$ cat src/rtl/cla_pkg.sv
// Shared constants and carry-lookahead helper for the pipelined CLA adder.
// Latency: none (package). Backpressure: n/a.
// Group carries come from flat sum-of-products terms, so no carry ripples through a group.
package cla_pkg;

  localparam int GROUP_W = 4;

  function automatic logic [GROUP_W:0] group_carries(
    input logic [GROUP_W-1:0] g,
    input logic [GROUP_W-1:0] p,
    input logic               ci
  );
    logic [GROUP_W:0] c;
    c[0] = ci;
    c[1] = g[0] | (p[0] & ci);
    c[2] = g[1] | (p[1] & g[0]) | (p[1] & p[0] & ci);
    c[3] = g[2] | (p[2] & g[1]) | (p[2] & p[1] & g[0]) | (p[2] & p[1] & p[0] & ci);
    c[4] = g[3] | (p[3] & g[2]) | (p[3] & p[2] & g[1]) | (p[3] & p[2] & p[1] & g[0])
         | (p[3] & p[2] & p[1] & p[0] & ci);
    return c;
  endfunction

endpackage

$ cat src/rtl/cla4_group.sv
// One 4-bit carry-lookahead group: sum bits and group carry-out.
// Latency: purely combinational. Backpressure: none.
// Carries are taken from group_carries, never rippled bit to bit.
module cla4_group
  import cla_pkg::*;
(
  input  logic [GROUP_W-1:0] a,
  input  logic [GROUP_W-1:0] b,
  input  logic               ci,
  output logic [GROUP_W-1:0] s,
  output logic               co
);

  logic [GROUP_W-1:0] g;
  logic [GROUP_W-1:0] p;
  logic [GROUP_W:0]   c;

  assign g  = a & b;
  assign p  = a ^ b;
  assign c  = group_carries(g, p, ci);
  assign s  = p ^ c[GROUP_W-1:0];
  assign co = c[GROUP_W];

endmodule

$ cat src/rtl/pipe_cla_adder.sv
// Pipelined adder, one 4-bit CLA group per stage; CLA_SUB_EN adds a subtract mode (a - b).
// Latency: WIDTH/4 cycles, one result per cycle. Backpressure: whole pipe freezes while
// out_valid && !out_ready; in_ready mirrors that advance condition combinationally.
module pipe_cla_adder
  import cla_pkg::*;
#(
  parameter int WIDTH = 16
) (
  input  logic             clk,
  input  logic             rst_n,
  input  logic             in_valid,
  output logic             in_ready,
  input  logic [WIDTH-1:0] a,
  input  logic [WIDTH-1:0] b,
  input  logic             cin,
  input  logic             sub,
  output logic             out_valid,
  input  logic             out_ready,
  output logic [WIDTH-1:0] sum,
  output logic             cout,
  output logic             ovf
);

  localparam int NGROUP = WIDTH / GROUP_W;
  localparam int LAST   = NGROUP - 1;

  logic             advance;
  logic [WIDTH-1:0] b_eff;
  logic             c0;

`ifdef CLA_SUB_EN
  assign b_eff = sub ? ~b : b;
  assign c0    = sub ? 1'b1 : cin;
`else
  logic unused_sub;
  assign unused_sub = sub;
  assign b_eff      = b;
  assign c0         = cin;
`endif

  assign advance  = !(out_valid && !out_ready);
  assign in_ready = advance;

  for (genvar k = 0; k < NGROUP; k++) begin : g_stg
    localparam int REM = WIDTH - GROUP_W * k;
    localparam int SW  = GROUP_W * (k + 1);

    // Operand bits still to be added (this group and above), and everything stage k registers.
    logic [REM-1:0]     a_src;
    logic [REM-1:0]     b_src;
    logic               ci_src;
    logic               vld_src;
    logic               amsb_src;
    logic               bmsb_src;
    logic               ld;
    logic [SW-1:0]      sum_d;
    logic [GROUP_W-1:0] gs;
    logic               gco;
    logic               vld_q;
    logic               cry_q;
    logic               amsb_q;
    logic               bmsb_q;
    logic [SW-1:0]      sum_q;

    if (k == 0) begin : g_head
      assign a_src    = a;
      assign b_src    = b_eff;
      assign ci_src   = c0;
      assign vld_src  = in_valid;
      assign amsb_src = a[WIDTH-1];
      assign bmsb_src = b_eff[WIDTH-1];
      assign sum_d    = gs;
      assign ld       = advance & in_valid;
    end else begin : g_body
      assign a_src    = g_stg[k-1].g_skew.a_q;
      assign b_src    = g_stg[k-1].g_skew.b_q;
      assign ci_src   = g_stg[k-1].cry_q;
      assign vld_src  = g_stg[k-1].vld_q;
      assign amsb_src = g_stg[k-1].amsb_q;
      assign bmsb_src = g_stg[k-1].bmsb_q;
      assign sum_d    = {gs, g_stg[k-1].sum_q};
      assign ld       = advance;
    end

    cla4_group u_grp (
      .a  (a_src[GROUP_W-1:0]),
      .b  (b_src[GROUP_W-1:0]),
      .ci (ci_src),
      .s  (gs),
      .co (gco)
    );

    always_ff @(posedge clk or negedge rst_n) begin
      if (!rst_n) begin
        vld_q  <= 1'b0;
        cry_q  <= 1'b0;
        amsb_q <= 1'b0;
        bmsb_q <= 1'b0;
        sum_q  <= '0;
      end else begin
        if (advance) vld_q <= vld_src;
        if (ld) begin
          cry_q  <= gco;
          amsb_q <= amsb_src;
          bmsb_q <= bmsb_src;
          sum_q  <= sum_d;
        end
      end
    end

    // Upper operand bits ride along so later groups see their own transaction.
    if (k < LAST) begin : g_skew
      logic [REM-GROUP_W-1:0] a_q;
      logic [REM-GROUP_W-1:0] b_q;

      always_ff @(posedge clk or negedge rst_n) begin
        if (!rst_n) begin
          a_q <= '0;
          b_q <= '0;
        end else if (ld) begin
          a_q <= a_src[REM-1:GROUP_W];
          b_q <= b_src[REM-1:GROUP_W];
        end
      end
    end
  end

  assign out_valid = g_stg[LAST].vld_q;
  assign sum       = g_stg[LAST].sum_q;
  assign cout      = g_stg[LAST].cry_q;
  assign ovf       = (g_stg[LAST].amsb_q == g_stg[LAST].bmsb_q)
                  && (sum[WIDTH-1] != g_stg[LAST].amsb_q);

endmodule
$ cat config.mk
export PLATFORM = sky130hd
export DESIGN_NAME = pipe_cla_adder
export DESIGN_NICKNAME = d
export VERILOG_FILES = /design/src/rtl/cla_pkg.sv /design/src/rtl/cla4_group.sv /design/src/rtl/pipe_cla_adder.sv
export SDC_FILE = /design/constraint.sdc
export NUM_CORES = 1
export LEC_CHECK = 0
export CAP_MARGIN = 20
export CORE_UTILIZATION = 50
export CTS_CLUSTER_SIZE = 14
export DETAILED_ROUTE_END_ITERATION = 10
export GPL_TIMING_DRIVEN = 0
export PLACE_DENSITY = 0.74
export SLEW_MARGIN = 10
export SYNTH_ARGS = -nofsm -noshare
export SYNTH_HDL_FRONTEND = slang
export SYNTH_HIERARCHICAL = 1
export SYNTH_SLANG_ARGS = --single-unit
$ cat constraint.sdc
create_clock -name clk -period 2.07 [get_ports clk]
set_input_delay 0.3105 -clock clk [delete_from_list [all_inputs] [get_ports clk]]
set_output_delay 0.3105 -clock clk [all_outputs]
set_load 0.02 [all_outputs]
# After elaboration in Yosys (flattened, before gate mapping)
# Index checks and enable logic that the tools add are counted.
# word_totals
register_bits,104
latch_bits,0
ramBits,0
mem_bits_ro,0
output_inout_bits,20
wordCells,149
mem_count,0
# op_classes
n_addsub,0
n_mul,0
div,0
n_lt_le_gt_ge,0
eq_ne,2
shift,0
muxes,0
bitwise,117
reduce_logical,4
# op_table
op,count
bitwise AND 1 bit,65
OR 1 bit,40
bitwise XOR 4 bit,8
bitwise AND 4 bit,4
logical AND 1 bit,2
logical NOT 1 bit,2
equality test 1 bit,1
inequality test 1 bit,1

# Depth between registers and ports, before layout
# logic_depth
ltp_word,6
mapped_depth,7
depth_no_buf,6

# By module
# Netlist, hierarchy kept.
# modules_own_cells
mod,n_inst,cells_per_inst,area_each_um2
pipe_cla_adder,1,356,3797.4
cla4_group (g_stg[0].u_grp ...),3,17,147.6
cla4_group (g_stg[3].u_grp),1,13,132.6

# Worst setup path after synthesis
# No wires, ideal clock.
# synth_timing
kind,input port to flip-flop
startpoint,input port a[2]
endpoint,register g_stg[0].cry_q
setup_ns,0.125
arrival_ns,1.413
required_time_ns,1.945
slack_ns,0.532
stages,5
path_buffers,0
path_cell_list,ha_1 -> a21o_1 -> a31o_1 -> a21o_1 -> mux2_4
# synth_between
elab_chain_cells,6
# synth_lines
item,line_no,text
"start, declared",pipe_cla_adder.sv:13,"input logic [WIDTH-1:0] a,"
bitwise AND 4 bit / bitwise XOR 4 bit (equally long branches),"cla4_group.sv:18, cla4_group.sv:19",
"bitwise AND 1 bit, on equally long branches","cla_pkg.sv:18, cla_pkg.sv:19",
"OR 1 bit, or another cell as far along (2 in series)",cla_pkg.sv:18,c[4] = g[3] | (p[3] & g[2]) | (p[3] & p[2] & g[1]) | (p[3] & p[2] & p[1] & g[0])
OR 1 bit / bitwise AND 1 bit (equally long branches),"cla_pkg.sv:18, cla_pkg.sv:19",
OR 1 bit *,cla_pkg.sv:19,| (p[3] & p[2] & p[1] & p[0] & ci);
named net g_stg[0].gco,pipe_cla_adder.sv:58,logic gco;
"end signal, assigned",pipe_cla_adder.sv:103,cry_q <= gco;
"end, declared",pipe_cla_adder.sv:60,logic cry_q;
# The timed path passes the listed nets; every way through them passes the cells marked *.
# A chain may end at the register's enable or synchronous reset.

# Worst setup path in the final report
# layout_timing
startpoint,register g_stg[3].bmsb_q
endpoint,output port ovf
# layout_between
elab_chain_cells,2
# layout_lines
item,line_no,text
"start, declared",pipe_cla_adder.sv:62,logic bmsb_q;
"start signal, assigned",pipe_cla_adder.sv:105,bmsb_q <= bmsb_src;
equality test 1 bit,pipe_cla_adder.sv:131,assign ovf = (g_stg[LAST].amsb_q == g_stg[LAST].bmsb_q)
logical AND 1 bit,pipe_cla_adder.sv:132,&& (sum[WIDTH-1] != g_stg[LAST].amsb_q);
"end, declared",pipe_cla_adder.sv:21,output logic ovf
# No other way between the ends.

==> impl_metrics.env <==
export IMPL_peakVddDrop_mv=0.576
export IMPL_cts_tree="done"
export IMPL_clock_sinks=98
export IMPL_finClkSkew_ns=0.00560
export IMPL_worstHoldPathCells=2
export IMPL_netlist_area_um2=4370
export IMPL_clock_path_buffers=2
export IMPL_numPlacedInstances=582
export IMPL_r2r_start="g_stg[0].g_skew.a_q[2]"
export IMPL_hold_violations=0
export IMPL_syn_area_per_cell_um2=10.4
export IMPL_seqCellArea_um2=2450
export IMPL_whs_endpoint="g_stg[2].vld_q"
export IMPL_leakagePower_uw=0.00279
export IMPL_cp_required_ns=1.76
export IMPL_area_growth_pct=21.2
export IMPL_mostFrequentLayoutCells="nand2_1, dfrtp_1, clkdlybuf4s50_1"
export IMPL_post_synth_and_or_nand_nor_area_fraction_pct=18.1
export IMPL_grt_pass1_vias=2824
export IMPL_io_buffers=56
export IMPL_fin_crit_ns=1.90
export IMPL_grt_remaining_overflow=0
export IMPL_syn_inst=420
export IMPL_hold_start="g_stg[2].vld_q"
export IMPL_nFillCells=719
export IMPL_post_place_ws_ns=-0.341
export IMPL_p_per_area_nw_per_um2=1450
export IMPL_reg2reg_slack_ns=0.51
export IMPL_route_antenna_remaining_nets=0
export IMPL_drc=0
export IMPL_slowest_delay_ns=0.62
export IMPL_track_usage_pct=19.1
export IMPL_fin_setup_tns_ns=0
export IMPL_crit_path_start_kind="flop"
export IMPL_final_common_cell="nand2_1"
export IMPL_path_delay_family="buffers and inverters"
export IMPL_ios=58
export IMPL_die_h_um=95.5
export IMPL_slowest_stage="clkdlybuf4s50_1"
export IMPL_path_clk_slew_ns=0.09
export IMPL_post_cts_buffers=0
export IMPL_synth_cell_types=21
export IMPL_end_kind="output pin"
export IMPL_gp_congestion=0.797
export IMPL_rr_worst_depth=6
export IMPL_first_iter_violations=114
export IMPL_seq_area_frac_synth_pct=56.1
export IMPL_grt_max_degree=58
export IMPL_synthAdderAreaFrac_pct=6.41
export IMPL_fin_cells=598
export IMPL_maxCapViolations=0
export IMPL_synthesis_nets=478
export IMPL_synth_compound_area_share_pct=3.43
export IMPL_worstMarginPinSlew_ns=0.536
export IMPL_worstPathArrival_ns=1.59
export IMPL_synthMuxAreaShare_pct=9.96
export IMPL_utilization_pct=63.5
export IMPL_dr_pass1_iters=4
export IMPL_setup_ws_ns=0.169
export IMPL_clk_latency_ns=0.36
export IMPL_finalWirelength_mm=7.43
export IMPL_finalSetupViolCount=0
export IMPL_num_rows=33
export IMPL_cts_made_buffers=9
export IMPL_final_max_slew_viol_count=0
export IMPL_synth_seq_cells=98
export IMPL_wl_per_cell_um=12.4
export IMPL_worstPathMaxFanout=3
export IMPL_grt_antenna_before_repair=0
export IMPL_hold_class="flop to flop"
export IMPL_path_cells="nor2_1 -> nand2_1 -> o21ai_0 -> clkdlybuf4s50_1"
export IMPL_worstReg2RegEnd="g_stg[1].cry_q"
export IMPL_num_nets_final=546
export IMPL_num_antenna_cells=0
export IMPL_synth_xor_area_share_pct=2.40
export IMPL_relSlewSlack_pct=64.3
export IMPL_yosysWarnings=6
export IMPL_drive_gt1_share_pct=11.8
export IMPL_crit_type="flop to output pin"
export IMPL_die_w_um=95.5
export IMPL_initial_core_util_pct=52.4
export IMPL_grt_pass1_wl_mm=13.1
export IMPL_dieArea_um2=9120
export IMPL_placed_area_um2=5090
export IMPL_root_buffer="clkbuf_8"
export IMPL_multiInputGateArea_um2=1760
export IMPL_dp_hpwl_mm=5.55
export IMPL_design_area_um2=5300
export IMPL_core_um2=8340
export IMPL_post_route_period_util_pct=91.8
export IMPL_rsz0062_at_grt="false"
export IMPL_fmax_ghz=0.526
export IMPL_vias_per_cell=4.84
export IMPL_path_buf_inv=1
export IMPL_ctsHtreeMaxLevel=3
export IMPL_synth_top_family_by_area="simple AND/OR/NAND/NOR gates"
export IMPL_status="completed"
export IMPL_vias=2892
repair_timing:
action	CTS	global route
gates resized for setup	1	0
hold endpoints to repair	41	0
endpoints found under the setup margin	1	0
hold buffers	1	0
per-stage QoR:
stage | total power (µW) | hold WS (ns)
finish | 7670 | 0.466
global route | 8340 | 0.489
CTS | 7750 | 0.470
detailed placement | 6510 | 0.333
global placement | 6350 | 0.442
floorplan | 5480 | 0.0149
cell usage after synthesis:
cell | number | area share [%]
dfrtp_1 | 98 | 56
nand2_2 | 1 | 0.14
a21oi_1 | 4 | 0.46
clkbuf_1 | 9 | 0.77
a31o_1 | 4 | 0.80
nand2_1 | 205 | 18
a21o_1 | 12 | 2.1
o21ai_0 | 1 | 0.11
nor2_1 | 1 | 0.086
ha_1 | 16 | 4.6
fa_1 | 4 | 1.8
mux2_4 | 29 | 10
inv_4 | 1 | 0.14
xor2_1 | 5 | 1.0
buf_2 | 4 | 0.46
inv_1 | 12 | 1.0
nor2b_1 | 1 | 0.14
xnor2_1 | 7 | 1.4
buf_6 | 4 | 1.0
buf_4 | 1 | 0.17
nand2b_1 | 1 | 0.14
state kept, by name, summed over array words and instances (netlist names):
signal            cells
g_stg.sum_q          24
g_stg.vld_q           3
g_stg.bmsb_q          4
sum                  16
g_stg.g_skew.a_q     21
g_stg.amsb_q          4
out_valid             1
g_stg.cry_q           3
cout                  1
g_stg.g_skew.b_q     21
power breakdown:
group          leakage, µW  switching, µW  internal [µW]
logic              0.00151           1620           1550
registers          0.00117            498           2760
clock network     0.000105            622            618
total              0.00279           2740           4930
worst min-delay path, delay by kind of cell (launching register included):
kind / cells / cell delay [ns]
AND/OR/NAND/NOR: 2 / 0.10
flip-flops: 1 / 0.35
final cells by class:
type                       count  share of cell area (%)
sequential                    98                    46.3
timing repair buffer          58                    11.2
inverter                      13                   0.968
buffer                        17                    1.94
clock inverter                 5                   0.992
clock buffer                  11                    2.86
multi-input combinational    291                    33.3
tap                          105                    2.48
how the worst max path moves through the flow:
stage,from,to,slack (ns),cells after the start
after CTS,g_stg[3].bmsb_q,ovf,0.14,4
after global placement,rst_n,g_stg[1].g_skew.b_q[0],-2.76,1
after global routing,g_stg[3].bmsb_q,ovf,0.05,4
after detailed placement,out_ready,in_ready,-0.34,6
final,g_stg[3].bmsb_q,ovf,0.17,4
after floorplan,a[2],g_stg[0].cry_q,0.53,5
routing by layer:
metal | up-vias | track usage, % | share of wire [%]
li1 | 1454 | - | -
met1 | 1381 | 25.4 | 46
met2 | 49 | 30.8 | 49
met3 | 8 | 4.07 | 3.3
met4 | 0 | 7.21 | 1.4
met5 | - | 0 | 0
kinds of logic (layout without fill, tap and decap cells):
family | count (synthesis) | after routing
simple gates | 209 | 209
compound gates | 21 | 21
xor+xnor | 12 | 12
flops | 98 | 98
mux | 29 | 29
fa+ha+maj | 20 | 20
buf+inv | 31 | 104
Power figures use the tool's default switching activity.
